File: src/rtl/control_seq.sv
// Microcoded T-state sequencer for the 8-bit bus computer: decodes {T-state, opcode, flags}
// into bus strobes. Optional macro CU_EARLY_RETURN_EN shortens instructions with empty tails.
module control_seq #(
   parameter int TSTATES = 5
) (
   input  logic       clk,
   input  logic       clr,
   input  logic [3:0] opcode,
   input  logic       cf,
   input  logic       zf,
   output logic       pcoe,
   output logic       pcjmp,
   output logic       pcinc,
   output logic       marwa,
   output logic       ramoa,
   output logic       ramwa,
   output logic       inregwa,
   output logic       inregoa,
   output logic       awa,
   output logic       aoa,
   output logic       bwa,
   output logic       boa,
   output logic       sumout,
   output logic       sub,
   output logic       flagsin,
   output logic       outregwa,
   output logic       halt,
   output logic [2:0] tstate
);

   generate
      if (TSTATES != 5) begin : g_bad_tstates
         $error("control_seq: TSTATES must be 5");
      end
   endgenerate

   localparam logic [2:0] T_LAST = 3'(TSTATES - 1);

   localparam logic [3:0] OP_LDA = 4'h1;
   localparam logic [3:0] OP_ADD = 4'h2;
   localparam logic [3:0] OP_SUB = 4'h3;
   localparam logic [3:0] OP_STA = 4'h4;
   localparam logic [3:0] OP_LDI = 4'h5;
   localparam logic [3:0] OP_JMP = 4'h6;
   localparam logic [3:0] OP_JC  = 4'h7;
   localparam logic [3:0] OP_JZ  = 4'h8;
   localparam logic [3:0] OP_OUT = 4'hE;
   localparam logic [3:0] OP_HLT = 4'hF;

   logic [2:0] r_t;
   logic       r_halted;
   logic       r_run;
   logic [2:0] w_t_nxt;
   logic       w_halted_nxt;
   logic       w_done;

   // r_run stays low through reset so outputs are silent until the first edge after release
   always_ff @(posedge clk or negedge clr) begin
      if (!clr) begin
         r_t      <= 3'd0;
         r_halted <= 1'b0;
         r_run    <= 1'b0;
      end else begin
         r_t      <= w_t_nxt;
         r_halted <= w_halted_nxt;
         r_run    <= 1'b1;
      end
   end

   always_comb begin
      w_t_nxt      = r_t;
      w_halted_nxt = r_halted;
      w_done       = 1'b0;
`ifdef CU_EARLY_RETURN_EN
      case (r_t)
         3'd2:    w_done = !((opcode == OP_LDA) || (opcode == OP_ADD) ||
                             (opcode == OP_SUB) || (opcode == OP_STA));
         3'd3:    w_done = (opcode == OP_LDA) || (opcode == OP_STA);
         default: w_done = 1'b0;
      endcase
`endif
      if (r_run && !r_halted) begin
         if ((r_t == 3'd2) && (opcode == OP_HLT)) begin
            w_halted_nxt = 1'b1;
         end else if ((r_t == T_LAST) || w_done) begin
            w_t_nxt = 3'd0;
         end else begin
            w_t_nxt = r_t + 3'd1;
         end
      end
   end

   always_comb begin
      pcoe     = 1'b0;
      pcjmp    = 1'b0;
      pcinc    = 1'b0;
      marwa    = 1'b0;
      ramoa    = 1'b0;
      ramwa    = 1'b0;
      inregwa  = 1'b0;
      inregoa  = 1'b0;
      awa      = 1'b0;
      aoa      = 1'b0;
      bwa      = 1'b0;
      boa      = 1'b0;
      sumout   = 1'b0;
      sub      = 1'b0;
      flagsin  = 1'b0;
      outregwa = 1'b0;
      halt     = r_halted;
      tstate   = r_t;
      if (r_run && !r_halted) begin
         case (r_t)
            3'd0: begin
               pcoe  = 1'b1;
               marwa = 1'b1;
            end
            3'd1: begin
               ramoa   = 1'b1;
               inregwa = 1'b1;
               pcinc   = 1'b1;
            end
            3'd2: begin
               case (opcode)
                  OP_LDA, OP_ADD, OP_SUB, OP_STA: begin
                     inregoa = 1'b1;
                     marwa   = 1'b1;
                  end
                  OP_LDI: begin
                     inregoa = 1'b1;
                     awa     = 1'b1;
                  end
                  OP_JMP: begin
                     inregoa = 1'b1;
                     pcjmp   = 1'b1;
                  end
                  OP_JC: begin
                     inregoa = cf;
                     pcjmp   = cf;
                  end
                  OP_JZ: begin
                     inregoa = zf;
                     pcjmp   = zf;
                  end
                  OP_OUT: begin
                     aoa      = 1'b1;
                     outregwa = 1'b1;
                  end
                  default: ;
               endcase
            end
            3'd3: begin
               case (opcode)
                  OP_LDA: begin
                     ramoa = 1'b1;
                     awa   = 1'b1;
                  end
                  OP_ADD, OP_SUB: begin
                     ramoa = 1'b1;
                     bwa   = 1'b1;
                  end
                  OP_STA: begin
                     aoa   = 1'b1;
                     ramwa = 1'b1;
                  end
                  default: ;
               endcase
            end
            3'd4: begin
               if ((opcode == OP_ADD) || (opcode == OP_SUB)) begin
                  sumout  = 1'b1;
                  awa     = 1'b1;
                  flagsin = 1'b1;
                  sub     = (opcode == OP_SUB);
               end
            end
            default: ;
         endcase
      end
   end

endmodule

File: config.mk
export PLATFORM = sky130hd
export DESIGN_NAME = control_seq
export DESIGN_NICKNAME = d
export VERILOG_FILES = /design/src/rtl/control_seq.sv
export SDC_FILE = /design/constraint.sdc
export NUM_CORES = 1
export LEC_CHECK = 0
export BUFFER_PORTS_ARGS = -buffer_cell sky130_fd_sc_hd__buf_2
export CORE_MARGIN = 8
export CORE_UTILIZATION = 40
export DETAILED_ROUTE_END_ITERATION = 10
export PLACE_DENSITY = 0.81
export SYNTH_ARGS = -nofsm -noshare
export SYNTH_HDL_FRONTEND = slang
export SYNTH_SLANG_ARGS = --single-unit
File: constraint.sdc
create_clock -name clk -period 1.3 [get_ports clk]
set_input_delay 0.13 -clock clk [delete_from_list [all_inputs] [get_ports clk]]
set_output_delay 0.13 -clock clk [all_outputs]
set_load 0.005 [all_outputs]
==> flow_results.xml <==
<?xml version="1.0" encoding="UTF-8"?>
<metrics>
  <group name="routing">
    <metric name="drt_iter0_markers" unit="">9</metric>
    <metric name="totalWireLength" unit="µm">2014</metric>
    <metric name="viasPerCell" unit="">5.134</metric>
    <metric name="wl_met3" unit="µm">165</metric>
    <metric name="first_pass_iters" unit="">4</metric>
    <metric name="detail_route_antenna_nets" unit="">0</metric>
    <metric name="wl_met1" unit="µm">698</metric>
    <metric name="wl_met2" unit="µm">1150</metric>
    <metric name="wl_per_cell" unit="µm">15.03</metric>
    <metric name="drcViolationCount" unit="">0</metric>
    <metric name="route.vias.total" unit="">688</metric>
    <metric name="top_layer_used" unit="">met3</metric>
  </group>
  <group name="finish">
    <metric name="drive_above_1_share" unit="%">61.02</metric>
    <metric name="final_util" unit="%">69.19</metric>
    <metric name="finalNetCount" unit="">132</metric>
    <metric name="flow.area_growth_from_synthesis" unit="%">67.15</metric>
    <metric name="n_antenna_cell" unit="">0</metric>
  </group>
  <group name="synth">
    <metric name="top_cell_type_s_share_of_synthesized_area" unit="%">20.79</metric>
    <metric name="synth.largest_area_cell" unit="">dfrtp_1</metric>
    <metric name="netlist_top_cells_count" unit="">6 x nor2_1, 5 x dfrtp_1, 5 x ha_1</metric>
    <metric name="synth.lib_cells_used.distinct" unit="">35</metric>
    <metric name="synthesis.area" unit="µm²">601.8</metric>
    <metric name="synthesis.instances" unit="">75</metric>
    <metric name="synth-main-ff-cell" unit="">dfrtp_1</metric>
    <metric name="synth.area.top_cells" unit="">dfrtp_1 21%, ha_1 10%, and3b_1 4.4%</metric>
    <metric name="synth_enable_flop_cells" unit="">0</metric>
    <metric name="postSynthRegisterBits" unit="">5</metric>
    <metric name="ys.warnings.count" unit="">0</metric>
    <metric name="postSynth.asyncResetShare" unit="%">100.0</metric>
    <metric name="syn-mean-instance-area" unit="µm²">8.024</metric>
    <metric name="synth.yosys.seq_area_share" unit="%">20.79</metric>
    <metric name="nets_in_the_synthesized_netlist" unit="">88</metric>
    <metric name="post-synth-top-count-cell" unit="">nor2_1</metric>
  </group>
  <group name="floorplan">
    <metric name="boundaryPins" unit="">28</metric>
    <metric name="floorplan.die.width" unit="µm">54.79</metric>
    <metric name="floorplan.initialDensity" unit="%">41.39</metric>
    <metric name="standard_cell_row_count" unit="">14</metric>
    <metric name="vertical_die_dimension" unit="µm">54.79</metric>
    <metric name="core" unit="mm²">0.001454</metric>
    <metric name="die_area" unit="mm²">0.003002</metric>
  </group>
  <group name="clocking">
    <metric name="clock_path_buffers" unit="">2</metric>
    <metric name="clock_tree.htree_level_count" unit="">1</metric>
    <metric name="cts.sink_count" unit="">5</metric>
    <metric name="cts-buffers-inserted" unit="">3</metric>
    <metric name="cts.root.buffer_cell" unit="">clkbuf_4</metric>
    <metric name="clkLatencyLatePin" unit="ns">0.24</metric>
    <metric name="clk_transition_reported_paths" unit="ns">0.05</metric>
    <metric name="clock_tree_from_tritoncts" unit="">yes</metric>
  </group>
  <group name="critical_path">
    <metric name="worst_ep_required_time" unit="ns">1.17</metric>
    <metric name="data_arrival_time_of_the_critical_path" unit="ns">1.55</metric>
    <metric name="worstSetupEndpointType" unit="">output port</metric>
    <metric name="worst-setup-path-type" unit="">flop to output port</metric>
    <metric name="crit_fanout" unit="">4</metric>
    <metric name="timing.critical_path.from_type" unit="">flop</metric>
  </group>
  <group name="outcome">
    <metric name="run_status" unit="">finished, violations left</metric>
    <metric name="violated_checks" unit="">negative setup slack</metric>
  </group>
  <group name="global_routing">
    <metric name="grt_max_degree" unit="">11</metric>
    <metric name="grt_pass1_wl" unit="µm">3084</metric>
    <metric name="vias_in_the_first_global_route" unit="">707</metric>
    <metric name="grt-ovfl-total" unit="">0</metric>
    <metric name="grt_antenna_before_repair" unit="">0</metric>
    <metric name="grt.total_usage" unit="%">13.48</metric>
  </group>
  <group name="pwr">
    <metric name="power_leakage" unit="nW">0.5167</metric>
    <metric name="power.ir.vdd_worst" unit="mV">1.193</metric>
    <metric name="power_per_cell_area" unit="mW/mm²">1711</metric>
  </group>
  <group name="timing">
    <metric name="finalClockSkew" unit="ns">0.007208</metric>
    <metric name="final-hold-violation-count" unit="">0</metric>
    <metric name="min_period" unit="ns">1.683</metric>
    <metric name="finalCritPeriodShare" unit="%">129.4</metric>
    <metric name="rsz0062_at_grt" unit="">true</metric>
    <metric name="setup_slack" unit="ns">-0.3826</metric>
    <metric name="setup_viol" unit="">19</metric>
    <metric name="timing.fmax" unit="MHz">594.3</metric>
    <metric name="timing.final.max_slew_violations" unit="">0</metric>
  </group>
  <group name="placed_design">
    <metric name="dp_hpwl" unit="µm">1423</metric>
    <metric name="detailedPlace.worstSlack" unit="ns">-0.2114</metric>
    <metric name="numPortBuffers" unit="">26</metric>
    <metric name="finalWeightedCongestion" unit="">0.8265</metric>
  </group>
  <group name="min_path">
    <metric name="hold_class" unit="">input port to async pin</metric>
  </group>
  <group name="flow_run">
    <metric name="timing.max_cap.violations" unit="">0</metric>
  </group>
</metrics>
[worst max-delay path, cell delays in order, from the launching register on]
cell,delay [ns]
dfrtp_2,0.44
inv_2,0.09
ha_4,0.14
nand2b_1,0.11
buf_4,0.16
nor3_1,0.14
a21o_1,0.13
buf_2,0.10
[cells by family after synthesis]
group / count (synthesis) / synth area share (%)
AND/OR/NAND/NOR: 36 / 36.80
AO/OA/AOI/OAI: 13 / 14.97
buffers and inverters: 11 / 10.60
adder cells (fa/ha/maj): 5 / 10.40
flip-flops: 5 / 20.79
other: 2 / 1.248
multiplexers: 2 / 3.742
XOR/XNOR: 1 / 1.456
[per-layer routing]
layer  vias up  global-route usage [%]
li1        340                       -
met1       327                   13.51
met2        21                   27.36
met3         0                   1.902
met4         0                   3.689
met5         -                       0
[area by class of cell]
class,instances,area (µm²)
Multi-Input combinational cell,59,534.3
Sequential cell,5,127.6
Clock buffer,4,26.28
Tap cell,16,20.02
Inverter,4,15.01
Fill cell,129,447.9
Timing Repair Buffer,46,282.8
[through the flow]
step                      hold slack [ns]  instances  total power, mW  setup TNS (ns)  cell area, µm²
after CTS                          0.2321        131            1.598          -4.787           967.2
after global placement           -0.05680        125            1.131          -1.353           842.1
after global routing               0.2464        134            1.850          -6.111            1006
after detailed placement         -0.05196        125            1.167          -2.131           842.1
final                              0.2228        134            1.721          -4.974            1006
after floorplan                   -0.1656         75           0.7275         -0.2841           628.1
[path summary, 6_finish.rpt]
| check | start | depth (start not counted) | endpoint | slack [ns] |
|---|---|---|---|---|
| max | tstate[0]$_DFFE_PN0P_ | 7 | marwa | -0.38 |
| min | clr | 2 | tstate[0]$_DFFE_PN0P_ | 0.22 |
| max reg2reg | tstate[0]$_DFFE_PN0P_ | 5 | tstate[1]$_DFFE_PN0P_ | -0.15 |
| min reg2reg | r_run$_DFF_PN0_ | 1 | halt$_DFFE_PN0P_ | 0.60 |
| max in group asynchronous | clr | 2 | tstate[1]$_DFFE_PN0P_ | 0.94 |
| min in group clk | opcode[1] | 4 | halt$_DFFE_PN0P_ | 0.50 |
[cells in the final DEF, fill, tap and decap left out, types with 2 or more instances in the layout]
| cell | Yosys | routed |
|---|---|---|
| a21oi_1 | 3 | 2 |
| inv_1 | 4 | 3 |
| and3b_1 | 3 | 3 |
| buf_4 | 3 | 19 |
| nand2_1 | 4 | 2 |
| o211ai_1 | 2 | 2 |
| dfrtp_1 | 5 | 3 |
| mux2_4 | 0 | 2 |
| dfrtp_2 | 0 | 2 |
| buf_2 | 3 | 26 |
| clkbuf_4 | 0 | 3 |
| ha_2 | 0 | 2 |
| nand2b_1 | 4 | 4 |
| conb_1 | 2 | 2 |
| a21o_1 | 2 | 2 |
| nor2_1 | 6 | 5 |
| nand2_2 | 0 | 2 |
| ha_4 | 0 | 3 |
| and3_1 | 3 | 2 |
[power by group]
| group | internal [mW] | total [mW] | switching [mW] |
|---|---|---|---|
| clock | 0.116 | 0.174 | 0.0580 |
| sequential | 0.225 | 0.334 | 0.110 |
| combinational | 0.705 | 1.21 | 0.508 |
| total | 1.05 | 1.72 | 0.675 |
[sequential cells by signal, summed over array words and instances (netlist names)]
name	flops
tstate	3
halt	1
r_run	1
[repair_timing]
| action | in CTS | in global routing |
|---|---|---|
| pin swaps | 6 | 6 |
| hold buffers | 1 | 0 |
| gates cloned | 0 | 0 |
| setup endpoints to repair | 19 | 19 |
| endpoints found under the hold margin | 5 | 0 |
| setup buffers | 1 | 3 |
| gates resized for setup | 17 | 7 |
Power figures use the tool's default switching activity.
